===== config.mk =====
export PLATFORM = sky130hd
export DESIGN_NAME = uart_autobaud_flat
export DESIGN_NICKNAME = d
export VERILOG_FILES = /design/src/rtl/uart_autobaud_pkg.sv /design/src/rtl/uart_autobaud_if.sv /design/src/rtl/uart_edge_timer.sv /design/src/rtl/uart_autobaud.sv /design/src/flat_wrapper.sv
export SDC_FILE = /design/constraint.sdc
export NUM_CORES = 1
export LEC_CHECK = 0
export BUFFER_PORTS_ARGS = -buffer_cell sky130_fd_sc_hd__buf_4
export CORE_MARGIN = 2
export CORE_UTILIZATION = 52
export CTS_BUF_LIST = sky130_fd_sc_hd__clkbuf_16
export CTS_CLUSTER_SIZE = 24
export DETAILED_ROUTE_END_ITERATION = 16
export PLACE_DENSITY = 0.75
export SLEW_MARGIN = 15
export SYNTH_ARGS = -nofsm -noshare
export SYNTH_HDL_FRONTEND = slang
export SYNTH_SLANG_ARGS = --single-unit

===== constraint.sdc =====
create_clock -name clk -period 2.4 [get_ports clk]
set_input_delay 0.36 -clock clk [delete_from_list [all_inputs] [get_ports clk]]
set_output_delay 0.36 -clock clk [all_outputs]
set_load 0.01 [all_outputs]

===== src/rtl/uart_autobaud_pkg.sv =====
// Shared types and constants for the UART auto-baud calibration block.
// State encoding, sync-character constants and the settings word layout.
package uart_autobaud_pkg;

  localparam int unsigned DELAYFRAMES_W = 8;

  // One-hot calibration FSM states
  localparam logic [4:0] AB_STATE_IDLE    = 5'b00001;
  localparam logic [4:0] AB_STATE_QUIET   = 5'b00010;
  localparam logic [4:0] AB_STATE_ARMED   = 5'b00100;
  localparam logic [4:0] AB_STATE_MEASURE = 5'b01000;
  localparam logic [4:0] AB_STATE_CHECK   = 5'b10000;

  localparam logic [7:0]  AUTOBAUD_SYNC_CHAR  = 8'h55;
  localparam int unsigned AUTOBAUD_FALL_EDGES = 5;

  // UART settings word shared by uart_rx / uart_tx
  typedef struct packed {
    logic [1:0]               parity;
    logic                     stopbits;
    logic [1:0]               databits;
    logic [DELAYFRAMES_W-1:0] delayframes;
  } uart_settings_t;

endpackage


===== src/rtl/uart_autobaud_if.sv =====
// Host/UART-facing handshake and settings bus of the auto-baud block.
interface uart_autobaud_if;
  import uart_autobaud_pkg::*;

  logic           start;
  uart_settings_t base_settings;
  uart_settings_t settings_out;
  logic           locked;
  logic           busy;
  logic           cal_error;

  modport master (
    output start, base_settings,
    input  settings_out, locked, busy, cal_error
  );

  modport slave (
    input  start, base_settings,
    output settings_out, locked, busy, cal_error
  );

endinterface


===== src/rtl/uart_edge_timer.sv =====
// rx pin synchronizer, ce-qualified edge detect, saturating measurement
// counter with overflow flag, and falling-edge counter.
module uart_edge_timer #(
  parameter int unsigned MEAS_W = 12
) (
  input  logic              clk,
  input  logic              rst,
  input  logic              ce,
  input  logic              rxpin,
  input  logic              clear,
  input  logic              run,
  output logic              line,
  output logic              fall_c,
  output logic              rise_c,
  output logic [MEAS_W-1:0] meas,
  output logic              ovf,
  output logic [2:0]        fall_cnt
);

  logic [1:0] sync_q;
  logic       prev_q;

  // Two-flop synchronizer, idles high like the line
  always_ff @(posedge clk) begin
    if (rst) sync_q <= 2'b11;
    else     sync_q <= {sync_q[0], rxpin};
  end

  assign line = sync_q[1];

  // Previous line value sampled only on ce ticks so edges land on a tick
  always_ff @(posedge clk) begin
    if (rst)     prev_q <= 1'b1;
    else if (ce) prev_q <= line;
  end

  assign fall_c = ce & prev_q & ~line;
  assign rise_c = ce & ~prev_q & line;

  // Measurement counter saturates and flags overflow instead of wrapping
  always_ff @(posedge clk) begin
    if (rst || clear) begin
      meas     <= '0;
      ovf      <= 1'b0;
      fall_cnt <= '0;
    end else if (run && ce) begin
      if (&meas) ovf  <= 1'b1;
      else       meas <= meas + MEAS_W'(1);
      if (fall_c) fall_cnt <= fall_cnt + 3'd1;
    end
  end

endmodule


===== src/rtl/uart_autobaud.sv =====
// Baud-rate calibration controller: waits for a quiet line, times the
// sync character 0x55 and publishes a settings word with DELAYFRAMES set.
// Optional: UART_AUTOBAUD_RANGE_CHECK_EN rejects characters whose start
// bit deviates from the mean bit period by more than 25%.
module uart_autobaud
  import uart_autobaud_pkg::*;
#(
  parameter int unsigned COUNTER_WIDTH = DELAYFRAMES_W,
  parameter int unsigned IDLE_TICKS    = 64,
  parameter int unsigned MIN_PERIOD    = 4
) (
  input  logic           clk,
  input  logic           rst,
  input  logic           ce,
  input  logic           uart_rxpin,
  uart_autobaud_if.slave bus
);

  localparam int unsigned MEAS_W    = COUNTER_WIDTH + 4;
  localparam int unsigned PERIOD_W  = MEAS_W - 2;
  localparam int unsigned QUIET_W   = $clog2(IDLE_TICKS + 1);
  localparam int unsigned FALL_LAST = AUTOBAUD_FALL_EDGES - 2;

  logic [4:0]          state, state_nxt;
  logic [QUIET_W-1:0]  quiet, quiet_nxt;
  logic [MEAS_W-1:0]   total, total_nxt;
  uart_settings_t      base_q, base_nxt;
  uart_settings_t      settings_q, settings_nxt;
  logic                locked_q, locked_nxt;
  logic                err_q, err_nxt;
  logic                busy_q;
  logic                clear, run;
  logic                line, fall_c, rise_c, ovf;
  logic [MEAS_W-1:0]   meas;
  logic [2:0]          fall_cnt;
  logic [PERIOD_W-1:0] period;
  logic                bad;

  uart_edge_timer #(.MEAS_W(MEAS_W)) u_timer (
    .clk      (clk),
    .rst      (rst),
    .ce       (ce),
    .rxpin    (uart_rxpin),
    .clear    (clear),
    .run      (run),
    .line     (line),
    .fall_c   (fall_c),
    .rise_c   (rise_c),
    .meas     (meas),
    .ovf      (ovf),
    .fall_cnt (fall_cnt)
  );

`ifdef UART_AUTOBAUD_RANGE_CHECK_EN
  localparam int unsigned RW = MEAS_W + 4;
  logic [MEAS_W-1:0] start_w, start_w_nxt;
  logic              rise_seen, rise_seen_nxt;
  logic [RW-1:0]     sw8, tot_r, dev;
  logic              range_bad;

  // Deviation of 8x start-bit width from the 8-bit total
  always_comb begin
    sw8       = {1'b0, start_w, 3'b000};
    tot_r     = RW'(total);
    dev       = (sw8 >= tot_r) ? (sw8 - tot_r) : (tot_r - sw8);
    range_bad = dev > RW'(total >> 2);
  end
`else
  logic unused_rise;
  assign unused_rise = rise_c;
`endif

  // Rounded bit period and acceptance test for the CHECK state
  always_comb begin
    period = PERIOD_W'(({1'b0, total} + (MEAS_W + 1)'(4)) >> 3);
    bad    = ovf
           | (period < PERIOD_W'(MIN_PERIOD))
           | (period > PERIOD_W'(2 ** COUNTER_WIDTH));
`ifdef UART_AUTOBAUD_RANGE_CHECK_EN
    bad = bad | range_bad;
`endif
  end

  // Next-state and next-output logic
  always_comb begin
    state_nxt    = state;
    quiet_nxt    = quiet;
    total_nxt    = total;
    base_nxt     = base_q;
    settings_nxt = settings_q;
    locked_nxt   = locked_q;
    err_nxt      = 1'b0;
    clear        = 1'b0;
    run          = 1'b0;
`ifdef UART_AUTOBAUD_RANGE_CHECK_EN
    start_w_nxt   = start_w;
    rise_seen_nxt = rise_seen;
`endif
    case (state)
      AB_STATE_IDLE: begin
        if (bus.start) begin
          state_nxt  = AB_STATE_QUIET;
          base_nxt   = bus.base_settings;
          locked_nxt = 1'b0;
          quiet_nxt  = '0;
        end
      end
      AB_STATE_QUIET: begin
        if (quiet == QUIET_W'(IDLE_TICKS)) state_nxt = AB_STATE_ARMED;
        else if (ce) quiet_nxt = line ? (quiet + QUIET_W'(1)) : '0;
      end
      AB_STATE_ARMED: begin
        if (fall_c) begin
          state_nxt = AB_STATE_MEASURE;
          clear     = 1'b1;
`ifdef UART_AUTOBAUD_RANGE_CHECK_EN
          rise_seen_nxt = 1'b0;
`endif
        end
      end
      AB_STATE_MEASURE: begin
        run = 1'b1;
        if (ovf) begin
          state_nxt = AB_STATE_CHECK;
        end else if (fall_c && (fall_cnt == 3'(FALL_LAST))) begin
          total_nxt = meas;
          state_nxt = AB_STATE_CHECK;
        end
`ifdef UART_AUTOBAUD_RANGE_CHECK_EN
        if (rise_c && !rise_seen) begin
          start_w_nxt   = meas;
          rise_seen_nxt = 1'b1;
        end
`endif
      end
      AB_STATE_CHECK: begin
        state_nxt = AB_STATE_IDLE;
        if (bad) begin
          err_nxt = 1'b1;
        end else begin
          settings_nxt             = base_q;
          settings_nxt.delayframes = DELAYFRAMES_W'(period - PERIOD_W'(1));
          locked_nxt               = 1'b1;
        end
      end
      default: state_nxt = AB_STATE_IDLE;
    endcase
  end

  // State and registered outputs
  always_ff @(posedge clk) begin
    if (rst) begin
      state      <= AB_STATE_IDLE;
      quiet      <= '0;
      total      <= '0;
      base_q     <= '0;
      settings_q <= '0;
      locked_q   <= 1'b0;
      err_q      <= 1'b0;
      busy_q     <= 1'b0;
`ifdef UART_AUTOBAUD_RANGE_CHECK_EN
      start_w    <= '0;
      rise_seen  <= 1'b0;
`endif
    end else begin
      state      <= state_nxt;
      quiet      <= quiet_nxt;
      total      <= total_nxt;
      base_q     <= base_nxt;
      settings_q <= settings_nxt;
      locked_q   <= locked_nxt;
      err_q      <= err_nxt;
      busy_q     <= (state_nxt != AB_STATE_IDLE);
`ifdef UART_AUTOBAUD_RANGE_CHECK_EN
      start_w    <= start_w_nxt;
      rise_seen  <= rise_seen_nxt;
`endif
    end
  end

  assign bus.settings_out = settings_q;
  assign bus.locked       = locked_q;
  assign bus.busy         = busy_q;
  assign bus.cal_error    = err_q;

endmodule

===== src/flat_wrapper.sv =====
// flat-port wrapper written by rule: the top's interface ports become plain ports
module uart_autobaud_flat import uart_autobaud_pkg::*;
#(
  parameter int unsigned COUNTER_WIDTH = DELAYFRAMES_W,
  parameter int unsigned IDLE_TICKS    = 64,
  parameter int unsigned MIN_PERIOD    = 4
)
  (clk, rst, ce, uart_rxpin, bus_start, bus_base_settings, bus_settings_out, bus_locked, bus_busy, bus_cal_error);
  uart_autobaud_if bus_i ();
  input  logic clk;
  input  logic rst;
  input  logic ce;
  input  logic uart_rxpin;
  input wire logic [$bits(bus_i.start)-1:0] bus_start;
  input wire logic [$bits(bus_i.base_settings)-1:0] bus_base_settings;
  output wire logic [$bits(bus_i.settings_out)-1:0] bus_settings_out;
  output wire logic [$bits(bus_i.locked)-1:0] bus_locked;
  output wire logic [$bits(bus_i.busy)-1:0] bus_busy;
  output wire logic [$bits(bus_i.cal_error)-1:0] bus_cal_error;
  assign bus_i.start = bus_start;
  assign bus_i.base_settings = bus_base_settings;
  assign bus_settings_out = bus_i.settings_out;
  assign bus_locked = bus_i.locked;
  assign bus_busy = bus_i.busy;
  assign bus_cal_error = bus_i.cal_error;
  uart_autobaud #(.COUNTER_WIDTH(COUNTER_WIDTH), .IDLE_TICKS(IDLE_TICKS), .MIN_PERIOD(MIN_PERIOD)) u_core (.clk(clk), .rst(rst), .ce(ce), .uart_rxpin(uart_rxpin), .bus(bus_i));
endmodule

## After elaboration in Yosys (flattened, before gate mapping)

Index checks and enable logic that the tools add are counted.

| operators by class | value |
|---|---|
| add/sub/neg operators | 5 |
| multiply operators | 0 |
| divide/modulo/power cells | 0 |
| order comparisons | 2 |
| eq/ne operators | 12 |
| shift operators | 0 |
| multiplexer cells | 18 |
| bitwise gates (word level) | 9 |
| reductions and logical operators | 15 |

Operator list:

| cell | number |
|---|---|
| two-way mux 7 bit | 4 |
| two-way mux 5 bit | 5 |
| case mux 5 bit (4 select lines) | 1 |
| case mux 7 bit (2 select lines) | 1 |
| adder 12 x 3 -> 13 bit (second input constant) | 1 |
| AND reduction 13 bit | 1 |
| adder 12 x 1 -> 12 bit (second input constant) | 1 |
| AND reduction 12 bit | 1 |
| > comparator 10 x 9 -> 1 bit (second input constant) | 1 |
| < comparator 10 x 3 -> 1 bit (second input constant) | 1 |
| != test 2 bit (second input constant) | 4 |
| AND reduction 2 bit | 4 |
| subtractor 8 x 1 -> 8 bit (second input constant) | 1 |
| adder 7 x 1 -> 7 bit (second input constant) | 1 |
| == test 7 bit (second input constant) | 1 |
| two-way mux 1 bit | 6 |
| AND reduction 3 bit | 2 |
| == test 5 x 1 -> 1 bit (second input constant) | 1 |
| == test 5 x 2 -> 1 bit (second input constant) | 1 |
| == test 5 x 3 -> 1 bit (second input constant) | 1 |
| == test 5 x 4 -> 1 bit (second input constant) | 1 |
| == test 5 bit (second input constant) | 1 |
| != test 5 x 1 -> 1 bit (second input constant) | 1 |
| NOT 1 bit | 5 |
| other kinds (10) | 14 |

| word-level totals | value |
|---|---|
| flip-flop bits (word level) | 64 |
| latch bits | 0 |
| memory bits (writable) | 0 |
| memory bits (read-only) | 0 |
| input port bits | 18 |
| output and inout port bits | 16 |
| word-level logic and storage cells | 79 |
| memories kept | 0 |

## Longest topological paths before layout

| depth | value |
|---|---|
| word-level depth | 7 |
| mapped depth | 10 |
| gate-level depth less buffers | 7 |

## Modules after synthesis

Synthesis repeated with hierarchy kept, for this count alone.

| unflattened totals | value |
|---|---|
| cells, all modules | 370 |
| area total of the unflattened synthesis | 3228.1 um^2 |

Modules (own cells, without submodules):

| module | times used | cells an instance | area an instance (um^2) | sequential area each (um^2) |
|---|---|---|---|---|
| uart_autobaud | 1 | 270 | 2326.0 | 860.8 |
| uart_edge_timer | 1 | 100 | 902.1 | 380.4 |

## Worst setup path before layout

No wires, ideal clock.

| timing | value |
|---|---|
| path type | register to register |
| start | register u_core.total[3] |
| end | register u_core.err_q, in the netlist u_core.bus.cal_error |
| library setup time | 132 ps |
| arrival time | 2333 ps |
| data required time | 2268 ps |
| setup slack | -64 ps |
| stages on the path, launching flop included | 10 |
| path buffers | 2 |
| clock period less this slack | 2464 ps |
| cells stage by stage | dfxtp_1 > ha_1 > clkbuf_1 > nand2_1 > or4b_4 > o311ai_4 > a31oi_2 > buf_2 > a311oi_1 > nor3_1 |

| between the ends | value |
|---|---|
| cells in the longest elaborated chain, start to end | 5 |
| elaborated cells between the ends (all ways) | 6 |
| classes of those cells | 1 x add/sub; 2 x order compare; 1 x mux; 2 x bitwise |

Ends and longest elaborated chain:

| item | RTL line | source |
|---|---|---|
| from (decl) | uart_autobaud.sv:26 | `logic [MEAS_W-1:0] total, total_nxt;` |
| from (signal assigned) | uart_autobaud.sv:168 | `total <= total_nxt;` |
| adder 12 x 3 -> 13 bit * | uart_autobaud.sv:75 | `period = PERIOD_W'(({1'b0, total} + (MEAS_W + 1)'(4)) >> 3);` |
| < comparator 10 x 3 -> 1 bit | uart_autobaud.sv:77 | `\| (period < PERIOD_W'(MIN_PERIOD))` |
| OR 1 bit | uart_autobaud.sv:77 |  |
| OR 1 bit * | uart_autobaud.sv:78 | `\| (period > PERIOD_W'(2 ** COUNTER_WIDTH));` |
| two-way mux 1 bit * | uart_autobaud.sv:138 | `if (bad) begin` |
| to (signal assigned) | uart_autobaud.sv:172 | `err_q <= err_nxt;` |
| to (decl) | uart_autobaud.sv:30 | `logic err_q, err_nxt;` |

Mark *: on every way between the ends. The rest lies on a longest branch, timed or not.
A chain may end at the register's enable or synchronous reset.

## Worst setup path after layout

| timing | value |
|---|---|
| start | register u_core.total[3] |
| end | register u_core.settings_q, in the netlist u_core.bus.settings_out[11] |

| between the ends | value |
|---|---|
| cells in the longest elaborated chain, start to end | 6 |
| elaborated cells between the ends (all ways) | 7 |
| classes of those cells | 1 x add/sub; 2 x order compare; 3 x bitwise; 1 x reduce/logical |

Ends and longest elaborated chain:

| item | RTL line | source |
|---|---|---|
| adder 12 x 3 -> 13 bit * | uart_autobaud.sv:75 |  |
| < comparator 10 x 3 -> 1 bit | uart_autobaud.sv:77 |  |
| OR 1 bit | uart_autobaud.sv:77 |  |
| OR 1 bit * | uart_autobaud.sv:78 |  |
| NOT 1 bit (no source line) * | n/a |  |
| AND reduction 2 bit (no source line) * | n/a |  |
| to (signal assigned) | uart_autobaud.sv:170 | `settings_q <= settings_nxt;` |
| to (decl) | uart_autobaud.sv:28 | `uart_settings_t settings_q, settings_nxt;` |

Marks and branches as above.

==> results.md <==
- Worst-path cell chain: ha_4, nand2_4, or4b_4, o311ai_4, a31oi_4, buf_4, o21ai_0, a21oi_1
- Input/output buffers: 25
- Most common cell after layout, fill and taps aside: dfxtp_1
- Clk_lat worst skew: 320 ps
- Final min period: 2358 ps
- Setup Skew: 5.908 ps
- Slew Limit Fails: 0
- Slew margin rel.: 0.6523
- Hold_sp: uart_rxpin
- Cell row count: 27
- Vias in the first global route: 2374
- Detailed Route WL: 6241 um
- Top_reg_cell synth: dfxtp_1
- CP Class: reg2reg
- Syn Nets: 370
- Pre-CTS setup slack: 85.61 ps
- Unrepaired setup endpoints after global routing: yes
- Final-report setup violation count: 0
- Reg-to-Reg Start: u_core.total[3]
- Hold Path End: u_core.u_timer.sync_q[0]
- WP data arrival: 2540 ps
- TritonCTS buffer count: 9
- Die Height: 79.74 um
- Number of enable flip-flop cells after synthesis: 0
- # IOs: 34
- Most frequent cells in the layout: 60 x dfxtp_1, 46 x buf_4, 41 x nor2_1
- Largest net degree at the start of global routing: 36
- Setup crit start kind: flop
- DRC viols: 0
- Clock Path Buffers: 2
- Routed len/inst: 13.45 um
- Non-filler cells, final: 464
- PwrDens: 623.0 nW/um2
- Vias: 2595
- First drt pass iteration count: 4
- Critical path's largest stage delay: 570 ps
- H-tree Lvls: 3
- RR Endpoint: u_core.bus.settings_out[11]
- Placed Area: 3332 um2
- TritonCTS sink count: 62
- Die Width: 79.74 um
- Hold Path Depth: 2
- Placed cell count: 445
- Hpwl dp: 4437 um
- VDD IR max: 0.0005110 V
- Status: complete, no violations
- Initial antenna violation count: 0
- Worst path slowest cell: or4b_4
- Mapped cell area: 2983 um2
- Cts-stage hold buffer count: 0
- Worst-margin pin slew: 520.3 ps
- Achievable Freq: 424.2 MHz
- First-pass GRT wire length: 10380 um
- Max_cap viols: 0
- Synthesized area per cell: 8.671 um2
- FF+latch count, synth: 62
- Die ar.: 6358 um2
- Post-synth ARST share: 0
- DR iter-0 viols: 141
- Fraction of layout cells with a size suffix above 1: 0.2117
- Total grt overflow: 0
- Worst Hold Class: in2reg
- Worst path bufs/invs: 1
- Antenna cells: 0
- Critical path data required time: 2580 ps
- CTS tree: yes
- Core Area: 5540 um2
- Total GRT Usage: 0.2060
- Tot Pwr: 2.289 mW
- Leak: 1.352 nW
- Crit share post-route: 0.9823
- Setup_tns: 0 ps
- CTS root buf: clkbuf_16
- # fillers: 437
- Reg2Reg Depth: 8
- Post-synthesis sequential area ratio: 0.4161
- Detail Route Antenna Nets: 0
- Final Hold Viols: 0
- Critical Path Fanout Max: 8
- Layout Nets: 413
- Synth-to-layout area growth: 23.15%
- Setup ws final: 42.37 ps
- Worst setup EP type: flop
- Number of synthesis warnings: 0
- Netlist cell types: 53
- Initial Utilization: 0.5384
- Synthesized netlist cell count: 344
- Final instance area: 3674 um2
- Final GP Congestion: 0.8026
- Via-to-Cell Ratio: 5.593
- Slack of the worst reg-to-reg path: 40 ps
- Clk slew on worst S/H paths: 50 ps
- Critical path's top delay family: compound AO/OA/AOI/OAI gates
==> where the power goes <==
group / internal (mW) / switching, mW
clock network: 0.689 / 0.433
logic: 0.0448 / 0.0622
registers: 1.05 / 0.0128
==> layout make-up <==
cell class | instances | area, um2 | area share
flip-flops and latches | 62 | 1244 | 0.3386
inverters | 9 | 33.78 | 0.009196
well taps | 72 | 90.09 | 0.02452
multi-input cells | 256 | 1668 | 0.4540
repair buffers | 49 | 372.9 | 0.1015
clock buffers | 9 | 225.2 | 0.06131
clock inverters | 7 | 40.04 | 0.01090
==> cells in the mapped netlist, drive strengths merged, types with 3 or more instances <==
cell     n  area (um2)
dfxtp   62        1241
a31o     6       52.55
xor2    10       87.58
nand3   18       95.09
and2     3       18.77
a211oi   4       30.03
ha       8       100.1
or3      4       25.02
nand2   30       112.6
mux2i   14       140.1
a311oi   3       26.28
nor2    42       160.2
nor4     5       31.28
a31oi    3       25.02
a21oi   24       120.1
and3     4       25.02
clkbuf  10       37.54
nand4    7       43.79
buf      7       48.79
nand2b   3       18.77
inv      8       30.03
nor3    10       50.05
o21ai   16       80.08
xnor2   17       148.9
==> repair_timing <==
action,in CTS,in global routing
hold endpoints to repair,0,0
resized for setup,0,17
endpoints found under the setup margin,0,10
buffers inserted,0,2
==> how the worst max path moves through the flow <==
stage                         start                           to  cells after the start
global route        u_core.total[3]  u_core.bus.settings_out[11]                      8
CTS                 u_core.total[2]  u_core.bus.settings_out[11]                      8
global placement    u_core.total[2]   u_core.bus.settings_out[7]                      9
detailed placement  u_core.total[2]  u_core.bus.settings_out[11]                      8
floorplan           u_core.total[3]         u_core.bus.cal_error                      9
finish              u_core.total[3]  u_core.bus.settings_out[11]                      8
==> state kept, by name, indices dropped and copies added, names as in the netlist <==
| name | flops |
|---|---|
| u_core.u_timer.sync_q | 2 |
| u_core.u_timer.ovf | 1 |
| u_core.state | 5 |
| u_core.bus.settings_out | 13 |
| u_core.quiet | 7 |
| u_core.bus.busy | 1 |
| u_core.bus.cal_error | 1 |
| u_core.u_timer.fall_cnt | 3 |
| u_core.base_q | 5 |
| u_core.total | 10 |
| u_core.u_timer.meas | 12 |
| u_core.bus.locked | 1 |
| u_core.u_timer.prev_q | 1 |
==> routing by layer <==
metal | up-vias | track usage | wire (um)
li1 | 1317 | - | -
met1 | 1211 | 0.2601 | 2978
met2 | 57 | 0.3378 | 2914
met3 | 10 | 0.03507 | 238
met4 | 0 | 0.1051 | 108
met5 | - | 0 | 0
==> kinds of logic (layout without fill, tap and decap cells) <==
| kind of cell | Yosys count | count (layout) | share of synthesized area |
|---|---|---|---|
| compound gates | 67 | 67 | 0.1493 |
| mux | 14 | 14 | 0.04698 |
| xor+xnor | 27 | 27 | 0.07928 |
| fa+ha+maj | 8 | 8 | 0.03356 |
| simple gates | 140 | 140 | 0.2345 |
| flops | 62 | 62 | 0.4161 |
| buf+inv | 26 | 74 | 0.04027 |
==> metrics by stage <==
step	utilization	hold slack, ps
after global routing	0.6631	227.3
final	0.6631	227.7
after detailed placement	0.6014	402.2
after floorplan	-	389.5
after global placement	0.6014	402.4
after CTS	0.6493	218.9
No activity file was read; power rests on OpenSTA's default activity.
